--- config.mk ---
export PLATFORM = sky130hd
export DESIGN_NAME = imem_fetch_ctrl
export DESIGN_NICKNAME = d
export VERILOG_FILES = /design/src/rtl/imem_fetch_ctrl.sv
export SDC_FILE = /design/constraint.sdc
export NUM_CORES = 1
export LEC_CHECK = 0
export BUFFER_PORTS_ARGS = -buffer_cell sky130_fd_sc_hd__buf_2
export CELL_PAD_IN_SITES_DETAIL_PLACEMENT = 2
export CELL_PAD_IN_SITES_GLOBAL_PLACEMENT = 2
export CORE_ASPECT_RATIO = 0.5
export CORE_MARGIN = 1
export CORE_UTILIZATION = 19
export DETAILED_ROUTE_END_ITERATION = 12
export PLACE_DENSITY = 0.81
export SYNTH_ARGS = -nofsm -noshare
export SYNTH_HDL_FRONTEND = slang
export SYNTH_SLANG_ARGS = --single-unit
--- constraint.sdc ---
create_clock -name clk -period 2.3 [get_ports clk]
set_input_delay 0.575 -clock clk [delete_from_list [all_inputs] [get_ports clk]]
set_output_delay 0.575 -clock clk [all_outputs]
set_load 0.02 [all_outputs]
--- src/rtl/imem_fetch_ctrl.sv ---
// Instruction-memory sequencing controller.
// Loads a program word-serially into the 64-word instruction memory, then
// drives the fetch stream for the core. Memory reads are 1-cycle synchronous,
// so the word shown in a cycle belongs to the address issued the cycle before.
// The fetch stream handles sequential PC increment, stall replay and branch
// redirect.
module imem_fetch_ctrl #(
    parameter int unsigned ADDR_W   = 6,
    parameter int unsigned DATA_W   = 32,
    parameter int unsigned RESET_PC = 0
) (
    input  logic              clk,
    input  logic              rst_n,
    input  logic              load_en,
    input  logic              load_valid,
    input  logic [DATA_W-1:0] load_data,
    output logic              load_ready,
    output logic              load_done,
    input  logic              start,
    input  logic              halt,
    input  logic              stall,
    input  logic              redirect,
    input  logic [ADDR_W-1:0] redirect_pc,
    output logic              inst_valid,
    output logic [DATA_W-1:0] inst,
    output logic [ADDR_W-1:0] inst_pc,
    output logic              mem_we,
    output logic [ADDR_W-1:0] mem_waddr,
    output logic [DATA_W-1:0] mem_wdata,
    output logic [ADDR_W-1:0] mem_raddr,
    input  logic [DATA_W-1:0] mem_rdata
);

    localparam logic [ADDR_W-1:0] RESET_ADDR = ADDR_W'(RESET_PC);
    localparam logic [ADDR_W-1:0] LAST_ADDR  = {ADDR_W{1'b1}};
    localparam logic [ADDR_W-1:0] ADDR_ZERO  = {ADDR_W{1'b0}};
    localparam logic [ADDR_W-1:0] ADDR_ONE   = {{(ADDR_W-1){1'b0}}, 1'b1};

    typedef enum logic [1:0] {
        ST_IDLE = 2'b00,
        ST_LOAD = 2'b01,
        ST_RUN  = 2'b10
    } state_t;

    state_t            state_r;
    logic [ADDR_W-1:0] pc_r;        // next sequential fetch address
    logic [ADDR_W-1:0] rd_pc_r;     // address of the read currently in flight
    logic              pend_r;      // a read is in flight, its word shows this cycle
    logic [ADDR_W-1:0] ld_cnt_r;    // next load write address
    logic              load_done_r;

    logic [ADDR_W-1:0] mem_raddr_s;
    logic              mem_we_s;

    // Word-address increment; wraps modulo the memory depth.
    function automatic logic [ADDR_W-1:0] addr_inc(input logic [ADDR_W-1:0] a);
        return a + ADDR_ONE;
    endfunction

    // Mode FSM plus the fetch/load address registers.
    always_ff @(posedge clk or negedge rst_n) begin
        if (!rst_n) begin
            state_r     <= ST_IDLE;
            pc_r        <= RESET_ADDR;
            rd_pc_r     <= ADDR_ZERO;
            pend_r      <= 1'b0;
            ld_cnt_r    <= ADDR_ZERO;
            load_done_r <= 1'b0;
        end else begin
            load_done_r <= 1'b0;
            case (state_r)
                ST_IDLE: begin
                    // load_en outranks start
                    if (load_en) begin
                        state_r  <= ST_LOAD;
                        ld_cnt_r <= ADDR_ZERO;
                    end else if (start) begin
                        state_r <= ST_RUN;
                        pc_r    <= RESET_ADDR;
                    end else begin
                        state_r <= ST_IDLE;
                    end
                end
                ST_LOAD: begin
                    // Dropping load_en ends the load without writing this cycle.
                    if (!load_en) begin
                        state_r     <= ST_IDLE;
                        load_done_r <= 1'b1;
                    end else if (load_valid) begin
                        if (ld_cnt_r == LAST_ADDR) begin
                            state_r     <= ST_IDLE;
                            load_done_r <= 1'b1;
                        end else begin
                            ld_cnt_r <= addr_inc(ld_cnt_r);
                        end
                    end else begin
                        state_r <= ST_LOAD;
                    end
                end
                ST_RUN: begin
                    if (halt) begin
                        state_r <= ST_IDLE;
                        pend_r  <= 1'b0;
                    end else if (redirect) begin
                        rd_pc_r <= redirect_pc;
                        pc_r    <= addr_inc(redirect_pc);
                        pend_r  <= 1'b1;
                    end else if (stall && pend_r) begin
                        // Replay: re-read the same address, keep everything.
                        rd_pc_r <= rd_pc_r;
                        pc_r    <= pc_r;
                    end else begin
                        rd_pc_r <= pc_r;
                        pc_r    <= addr_inc(pc_r);
                        pend_r  <= 1'b1;
                    end
                end
                default: begin
                    state_r <= ST_IDLE;
                    pend_r  <= 1'b0;
                end
            endcase
        end
    end

    // Read-address select: redirect target, replay address or sequential PC.
    always_comb begin
        mem_raddr_s = pc_r;
        case (state_r)
            ST_RUN: begin
                if (halt) begin
                    mem_raddr_s = pc_r;
                end else if (redirect) begin
                    mem_raddr_s = redirect_pc;
                end else if (stall && pend_r) begin
                    mem_raddr_s = rd_pc_r;
                end else begin
                    mem_raddr_s = pc_r;
                end
            end
            default: mem_raddr_s = pc_r;
        endcase
    end

    // Write strobe: only in LOAD while load_en is still held.
    always_comb begin
        mem_we_s = 1'b0;
        if ((state_r == ST_LOAD) && load_en && load_valid) begin
            mem_we_s = 1'b1;
        end else begin
            mem_we_s = 1'b0;
        end
    end

    assign load_ready = (state_r == ST_LOAD);
    assign load_done  = load_done_r;
    assign inst_valid = pend_r;
    assign inst       = mem_rdata;
    assign inst_pc    = rd_pc_r;
    assign mem_we     = mem_we_s;
    assign mem_waddr  = ld_cnt_r;
    assign mem_wdata  = load_data;
    assign mem_raddr  = mem_raddr_s;

endmodule

======== After elaboration in Yosys (flattened, before gate mapping) ========
Index checks and enable logic that the tools add are counted.
operators by class
  add/subtract/negate cells ............... 3
  eq/ne operators ......................... 14
  muxes and demuxes ....................... 31
  bitwise operators ....................... 2
  reductions and logical operators ........ 12
operators with widths
  kind                                                                      count
  6-bit two-way mux                                                         13
  6-bit case mux with 2 select lines                                        2
  6-bit by 1-bit adder with 6-bit output (second input constant)            3
  2-bit inequality test (second input constant)                             8
  2-bit two-way mux                                                         6
  5-bit AND reduction                                                       2
  1-bit two-way mux                                                         8
  6-bit == test (second input constant)                                     1
  2-bit case mux with 3 select lines                                        1
  2-bit AND reduction                                                       3
  4-bit by 3-bit inequality test with 1-bit output (second input constant)  1
  4-bit inequality test (second input constant)                             1
  2-bit nonzero test                                                        2
  1-bit logical AND                                                         3
  3-bit inequality test (second input constant)                             1
  2-bit by 1-bit == test with 1-bit output (second input constant)          1
  2-bit == test (second input constant)                                     1
  2-bit logical NOT                                                         1
  1-bit NOT                                                                 2
  1-bit case mux with 2 select lines                                        1
  2-bit OR reduction                                                        1
storage, ports and cells
  flip-flop bits (word level) ............. 22
  input port bits ......................... 78
  output and inout port bits .............. 86
  word-level logic and storage cells ...... 68

======== Longest topological paths before layout ========
Gate-level depths: netlist of the first run.
  depth after elaboration ................. 5
  depth in mapped cells ................... 8
  gate-level depth less buffers ........... 6

======== Worst setup path before layout of the first run ========
OpenSTA, ideal clock, no wires.
  kind .................................... input port to output port
  start point ............................. input port halt
  end point ............................... output port mem_raddr[3]
  arrival ................................. 1.728 ns
  data required time ...................... 1.725 ns
  setup slack ............................. -0.003 ns
  stages on the path ...................... 4
  path through ............................ or3b_1 -> buf_6 -> buf_6 -> o21ai_0
between the ends
  longest elaborated chain between the ends .. 2
RTL lines
  element            line  text
  start, declared    20    input logic halt,
  6-bit two-way mux  131   if (halt) begin
  6-bit two-way mux  129   case (state_r)
  end, declared      30    output logic [ADDR_W-1:0] mem_raddr,
No other way between the ends.

======== Worst setup path in the final report of the first run ========
  start point ............................. input port halt
  end point ............................... output port mem_raddr[1]
The elaborated chain is that of the path after synthesis.

==> results.json, run 1 <==
{
  "endpoint_kind": "primary output",
  "start_util_pct": 19.6,
  "postLayoutCellArea_um2": 1940,
  "globalplace.congestion": 0.779,
  "rr_startpoint": "mem_waddr[0]",
  "routedWlPerCell_um": 17.3,
  "seq_area_frac_synth_pct": 29.7,
  "n_antenna_cell": 0,
  "num_vias": 1486,
  "switching_share_pct": 36.4,
  "timing_hold_violations_final": 0,
  "worstSetupStartpointType": "input pin",
  "die_x_um": 142,
  "dr.pass1.iters": 4,
  "cts_made_buffers": 3,
  "timing.hold.ws_ns": 0.299,
  "grt_pass1_vias": 1659,
  "synth_edf_count": 0,
  "antenna_found_initial": 0,
  "ctsRootBufferMaster": "clkbuf_16",
  "p_comb_share_pct": 32.4,
  "routed_wl_um": 5770,
  "rsz0062_at_grt": "yes",
  "timing.rr.end": "mem_waddr[3]",
  "worst_pin_slew_ns": 0.556,
  "critPathKind": "in2out",
  "dieHeight_um": 71.8,
  "grt_busiest_layer": "met2",
  "grt_pass1_wl_um": 8960,
  "die_area_um2": 10200,
  "p_leak_uw": 0.000800,
  "worstPathMaxFanout": 5,
  "ff2ff_path_depth": 5,
  "synthFlopType": "dfrtp_1",
  "area_growth_pct": 5.00,
  "syn-num-nets": 298,
  "grt_max_degree": 23,
  "vias_per_cell": 4.46,
  "finalCritPeriodShare_pct": 100,
  "synth_cell_types": 39,
  "clkSlewWorstSetupHoldPaths_ns": 0.07,
  "powerDensity_nw_per_um2": 829,
  "critical-path-slowest-cell": "or3b_4",
  "dp.cells": 328,
  "syn_inst": 218,
  "met1_usage_pct": 12.6,
  "fin_crit_ns": 2.30,
  "syn_area_um2": 1850,
  "max_freq_ghz": 0.435,
  "finalSetupViolCount": 0,
  "final_nets": 279,
  "n_fill_cell": 1118,
  "irDropWorstVdd_mv": 0.274,
  "hpwl_um": 4550,
  "cap_viol_max_count": 0,
  "seqPwrFrac_pct": 36.7,
  "cts.sinks": 22,
  "worstPathRequired_ns": 1.73,
  "drive_gt1_share_pct": 34.8,
  "cp_cell_sequence": "buf_6 -> or3b_4 -> nor2_4 -> a22oi_2 -> o21ai_1 -> buf_4",
  "synth.ff_latch_count": 22,
  "grt_overflow": 0,
  "cpLargestDelayFamily": "simple AND/OR/NAND/NOR gates",
  "route.detailed.drc": 0,
  "gr-usage-all-layers_pct": 11.3,
  "status": "finished clean",
  "drt_iter0_drc": 42,
  "port_buffers": 35,
  "crit_arrival_ns": 1.72,
  "slowest_delay_ns": 0.46,
  "max_slew_margin_pct": 62.9,
  "hold_path.class": "in2async",
  "intPower_uw": 1030,
  "slew_violations": 0,
  "skew_ns": 0.00581,
  "finish.cell_count_without_fillers": 333,
  "htreeDepth": 1,
  "met2_usage_pct": 21.0,
  "cts_tree": "done",
  "reg2reg_slack_ns": 0.59,
  "rows": 25,
  "async_reset_ff_share_pct": 100,
  "postSynthAreaPerCell_um2": 8.49,
  "p_sw_uw": 586,
  "worst-path-buf-inv": 2,
  "power_frac_clock_pct": 30.9,
  "cts_buffer_depth": 2,
  "placed_cell_area_um2": 1760,
  "yosys_warnings": 0,
  "worstSkewPairLatency_ns": 0.26,
  "drt.antenna.violating_nets": 0,
  "met3_usage_pct": 2.87,
  "design.core.area_um2": 9450,
  "ios": 164
}
-- how the worst max path moves through the flow --
stage	startpoint	end	slack, ns	cells past startpoint
finish	halt	mem_raddr[1]	0.0005	6
global route	halt	mem_raddr[2]	-0.05	6
CTS	state_r[0]	mem_raddr[1]	-0.0005	5
detailed placement	halt	mem_raddr[5]	-0.17	6
global placement	halt	mem_raddr[5]	-0.15	6
floorplan	halt	mem_raddr[3]	-0.003	4
-- power groups by stage --
stage | logic (uW) | clock network (uW) | registers (uW)
floorplan | 380 | 0 | 642
global placement | 476 | 0 | 574
detailed placement | 497 | 0 | 585
CTS | 509 | 513 | 581
global route | 566 | 529 | 608
finish | 522 | 499 | 591
-- cells in the mapped netlist (all sizes together), types with 2 or more instances --
| cell | instances | area share, % |
|---|---|---|
| o21ai | 22 | 5.9 |
| mux2 | 2 | 1.2 |
| a41oi | 2 | 0.95 |
| buf | 66 | 27 |
| inv | 6 | 1.2 |
| ha | 2 | 1.4 |
| nor3b | 2 | 0.81 |
| a21oi | 8 | 2.4 |
| nand3 | 8 | 2.2 |
| nor2 | 9 | 3.0 |
| dfrtp | 22 | 30 |
| nor3 | 2 | 0.54 |
| a31oi | 4 | 1.4 |
| or3 | 2 | 0.68 |
| clkbuf | 5 | 1.0 |
| nand2b | 3 | 1.0 |
| xnor2 | 3 | 1.4 |
| nand2 | 14 | 2.8 |
| a22oi | 20 | 8.1 |
-- cells by family (layout without fill, tap and decap cells) --
group                    Yosys count  count (layout)  synth area share [%]
AO/OA/AOI/OAI                     62              62                  21.4
AND/OR/NAND/NOR                   48              48                  14.5
flip-flops                        22              22                  29.7
adder cells (fa/ha/maj)            2               2                  1.35
buffers and inverters             77              57                  29.4
XOR/XNOR                           4               4                  1.89
multiplexers                       3               3                  1.76
-- cell type report --
cell class / instances / area (um^2) / share of cell area (%)
well taps: 135 / 169 / 8.69
multi-input cells: 119 / 808 / 41.6
flip-flops and latches: 22 / 551 / 28.3
inverters: 6 / 22.5 / 1.16
repair buffers: 47 / 289 / 14.9
clock inverters: 1 / 30.0 / 1.54
clock buffers: 3 / 75.1 / 3.86
-- metrics by stage --
step                      util [%]   TNS [ns]  power (uW)  worst slack, ns
after floorplan                  -   -0.00670        1020         -0.00335
after detailed placement      18.6     -0.823        1080           -0.169
after global routing          20.6     -0.177        1700          -0.0542
after global placement        18.6     -0.634        1050           -0.152
after CTS                     20.1  -0.000851        1600        -0.000509
final                         20.6          0        1610         0.000547
-- metal layers --
layer / routed length [um] / vias up
met5: 0 / -
li1: - / 665
met1: 2260 / 731
met3: 375 / 30
met4: 148 / 0
met2: 2980 / 60
-- flip-flops by register name (all words and copies together) (netlist names) --
name and flops:
state_r 2, inst_pc 6, pc_r 6, mem_waddr 6
inst_valid 1, load_done 1
-- worst register-to-register path, delay by kind of cell, from the launching register on --
kind | cells | cell delay, ns
AO/OA/AOI/OAI | 3 | 0.72
adder cells (fa/ha/maj) | 1 | 0.26
flip-flops | 1 | 0.43
AND/OR/NAND/NOR | 1 | 0.17
-- layout by cell type (no fill, tap or decap), types with 2 or more instances in the layout --
| cell type | instances |
|---|---|
| buf_2 | 30 |
| dfrtp_1 | 22 |
| buf_4 | 14 |
| a22oi_1 | 13 |
| o21ai_0 | 13 |
| nand2_1 | 13 |
| o21ai_1 | 8 |
| nand3_1 | 8 |
| a22oi_2 | 7 |
| a21oi_1 | 7 |
| inv_1 | 6 |
| nor2_1 | 5 |
| a31oi_1 | 4 |
| nor2_4 | 3 |
| xnor2_1 | 3 |
| nand2b_1 | 3 |
| clkbuf_16 | 3 |
| buf_6 | 3 |
| mux2_2 | 2 |
| or3_1 | 2 |
| a41oi_1 | 2 |
| nor3_1 | 2 |
| ha_1 | 2 |
-- timing repair --
action / in CTS / in global routing
setup endpoints to repair: 6 / 6
pin swaps: 3 / 10
hold endpoints to repair: 0 / 0
setup buffers: 1 / 0
hold buffers: 0 / 0
resized for setup: 8 / 12
(Power assumes the default switching activity.)
==> run 2: changes to the inputs <==
--- a/config.mk
+++ b/config.mk
@@ -13,6 +13,7 @@
 export CORE_UTILIZATION = 19
 export DETAILED_ROUTE_END_ITERATION = 12
 export PLACE_DENSITY = 0.81
+export SETUP_SLACK_MARGIN = 0.05
 export SYNTH_ARGS = -nofsm -noshare
 export SYNTH_HDL_FRONTEND = slang
 export SYNTH_SLANG_ARGS = --single-unit
==> run 2 against run 1 <==
Clock power hardly changed. Total power fell by 0.54%. Wire length fell by 1.5%. Hold slack about the same. Critical endpoint is now mem_raddr[5].
==> results.json, run 2 (synthesized netlist as in run 1, its figures left out) <==
{
  "crit_arrival_ns": 1.68,
  "die_x_um": 142,
  "p_comb_share_pct": 32.3,
  "finalSetupViolCount": 0,
  "p_leak_uw": 0.000797,
  "cts_buffer_depth": 2,
  "fin_util_pct": 20.5,
  "power_frac_clock_pct": 31.1,
  "globalplace.congestion": 0.779,
  "routed_wl_um": 5680,
  "skew_ns": 0.00588,
  "timing_hold_violations_final": 0,
  "final_nets": 279,
  "ctsHoldBuffers": 0,
  "ios": 164,
  "hold_path.class": "in2async",
  "ctsRootBufferMaster": "clkbuf_16",
  "slew_violations": 0,
  "max_slew_margin_pct": 62.9,
  "drt.antenna.violating_nets": 0,
  "intPower_uw": 1020,
  "p_sw_uw": 581,
  "cpLargestDelayFamily": "simple AND/OR/NAND/NOR gates",
  "worstPathMaxFanout": 5,
  "cp.depth": 6,
  "dr.pass1.iters": 4,
  "gr-usage-all-layers_pct": 11.3,
  "area_growth_pct": 4.39,
  "worst_pin_slew_ns": 0.556,
  "num_vias": 1477,
  "drt_iter0_drc": 39,
  "n_fill_cell": 1116,
  "rsz0062_at_grt": "yes",
  "design.core.area_um2": 9450,
  "cts_tree": "done",
  "start_util_pct": 19.6,
  "final_common_cell": "buf_2",
  "die_area_um2": 10200,
  "postLayoutCellArea_um2": 1930,
  "seqPwrFrac_pct": 36.6,
  "grt_max_degree": 23,
  "n_antenna_cell": 0,
  "critical-path-slowest-cell": "or3b_4",
  "status": "finished clean",
  "vias_per_cell": 4.44,
  "grt_pass1_vias": 1662,
  "clkSlewWorstSetupHoldPaths_ns": 0.07,
  "worstSetupStartpointType": "input pin",
  "final_cell_mix": "buf_2 (31), dfrtp_1 (22), a22oi_1 (14), buf_4 (14), nand2_1 (13)",
  "cp_common_cell": "buf_6",
  "powerDensity_nw_per_um2": 829,
  "finalPower_uw": 1600,
  "grt_pass1_wl_um": 8970,
  "antenna_found_initial": 0,
  "hpwl_um": 4550,
  "max_freq_ghz": 0.443,
  "dieHeight_um": 71.8,
  "placed_cell_area_um2": 1760,
  "worstPathRequired_ns": 1.73,
  "switching_share_pct": 36.2,
  "htreeDepth": 1,
  "worstSkewPairLatency_ns": 0.26,
  "cts_made_buffers": 3,
  "port_buffers": 35,
  "cts.sinks": 22,
  "cap_viol_max_count": 0,
  "fin_crit_ns": 2.26,
  "grt_overflow": 0,
  "finalCritPeriodShare_pct": 98.3,
  "ff2ff_path_depth": 5,
  "routedWlPerCell_um": 17.1,
  "route.detailed.drc": 0,
  "slowest_delay_ns": 0.44,
  "endpoint_kind": "primary output",
  "irDropWorstVdd_mv": 0.274,
  "critPathKind": "in2out",
  "rows": 25,
  "worst-path-buf-inv": 3,
  "cp_cell_sequence": "buf_2 -> or3b_4 -> buf_6 -> a22oi_2 -> o21ai_2 -> buf_6",
  "drive_gt1_share_pct": 34.3
}
==> run 2: changes by cell type in the layout (fill, tap and decap cells not counted) <==
cell	delta
a22oi_1	+1
o21ai_0	-1
buf_2	+1
o21ai_1	+1
buf_6	-1
a22oi_2	-1
==> run 2: worst paths after layout <==
check,start,endpoint,slack [ns]
max,halt,mem_raddr[5],0.04
min,rst_n,pc_r[3],0.30
max reg2reg,mem_waddr[0],mem_waddr[3],0.59
min reg2reg,inst_pc[4],inst_pc[4],0.53
max in group asynchronous,rst_n,mem_waddr[0],1.62
min in group clk,inst_pc[4],inst_pc[4],0.53
==> run 2: stage by stage <==
step	hold slack (ns)	std cells	TNS, ns	setup WS [ns]
4_1_cts	0.325	333	-0.000342	-0.000342
3_5_place_dp	0.515	328	-0.823	-0.169
2_1_floorplan	0.279	218	-0.00670	-0.00335
6_report	0.299	333	0	0.0401
5_1_grt	0.334	333	-0.0310	-0.0108
3_3_place_gp	0.501	328	-0.634	-0.152
==> run 2: area by class of cell <==
class | count | area [um^2] | share of cell area (%)
clock buffers | 3 | 75.1 | 3.88
clock inverters | 1 | 30.0 | 1.55
inverters | 6 | 22.5 | 1.17
multi-input cells | 119 | 803 | 41.6
flip-flops and latches | 22 | 551 | 28.5
well taps | 135 | 169 | 8.74
repair buffers | 47 | 283 | 14.6
==> run 2: repair_timing <==
item	CTS	global route
setup endpoints to repair	6	6
setup buffers	1	0
pin swaps	6	0
gates resized for setup	13	6
==> run 2: metal layers <==
metal  part of all wire, %  up-vias  global-route usage [%]
li1                      -      664                       -
met1                    40      725                    12.7
met2                    51       60                    21.0
met3                   6.7       28                    2.87
met4                   2.2        0                    4.06
met5                     0        -                       0
==> run 2: power groups by stage <==
stage / Combinational (uW) / Sequential [uW] / Clock, uW
after global placement: 476 / 574 / 0
final: 517 / 587 / 499
after detailed placement: 497 / 585 / 0
after floorplan: 380 / 642 / 0
after CTS: 519 / 583 / 513
after global routing: 562 / 602 / 529
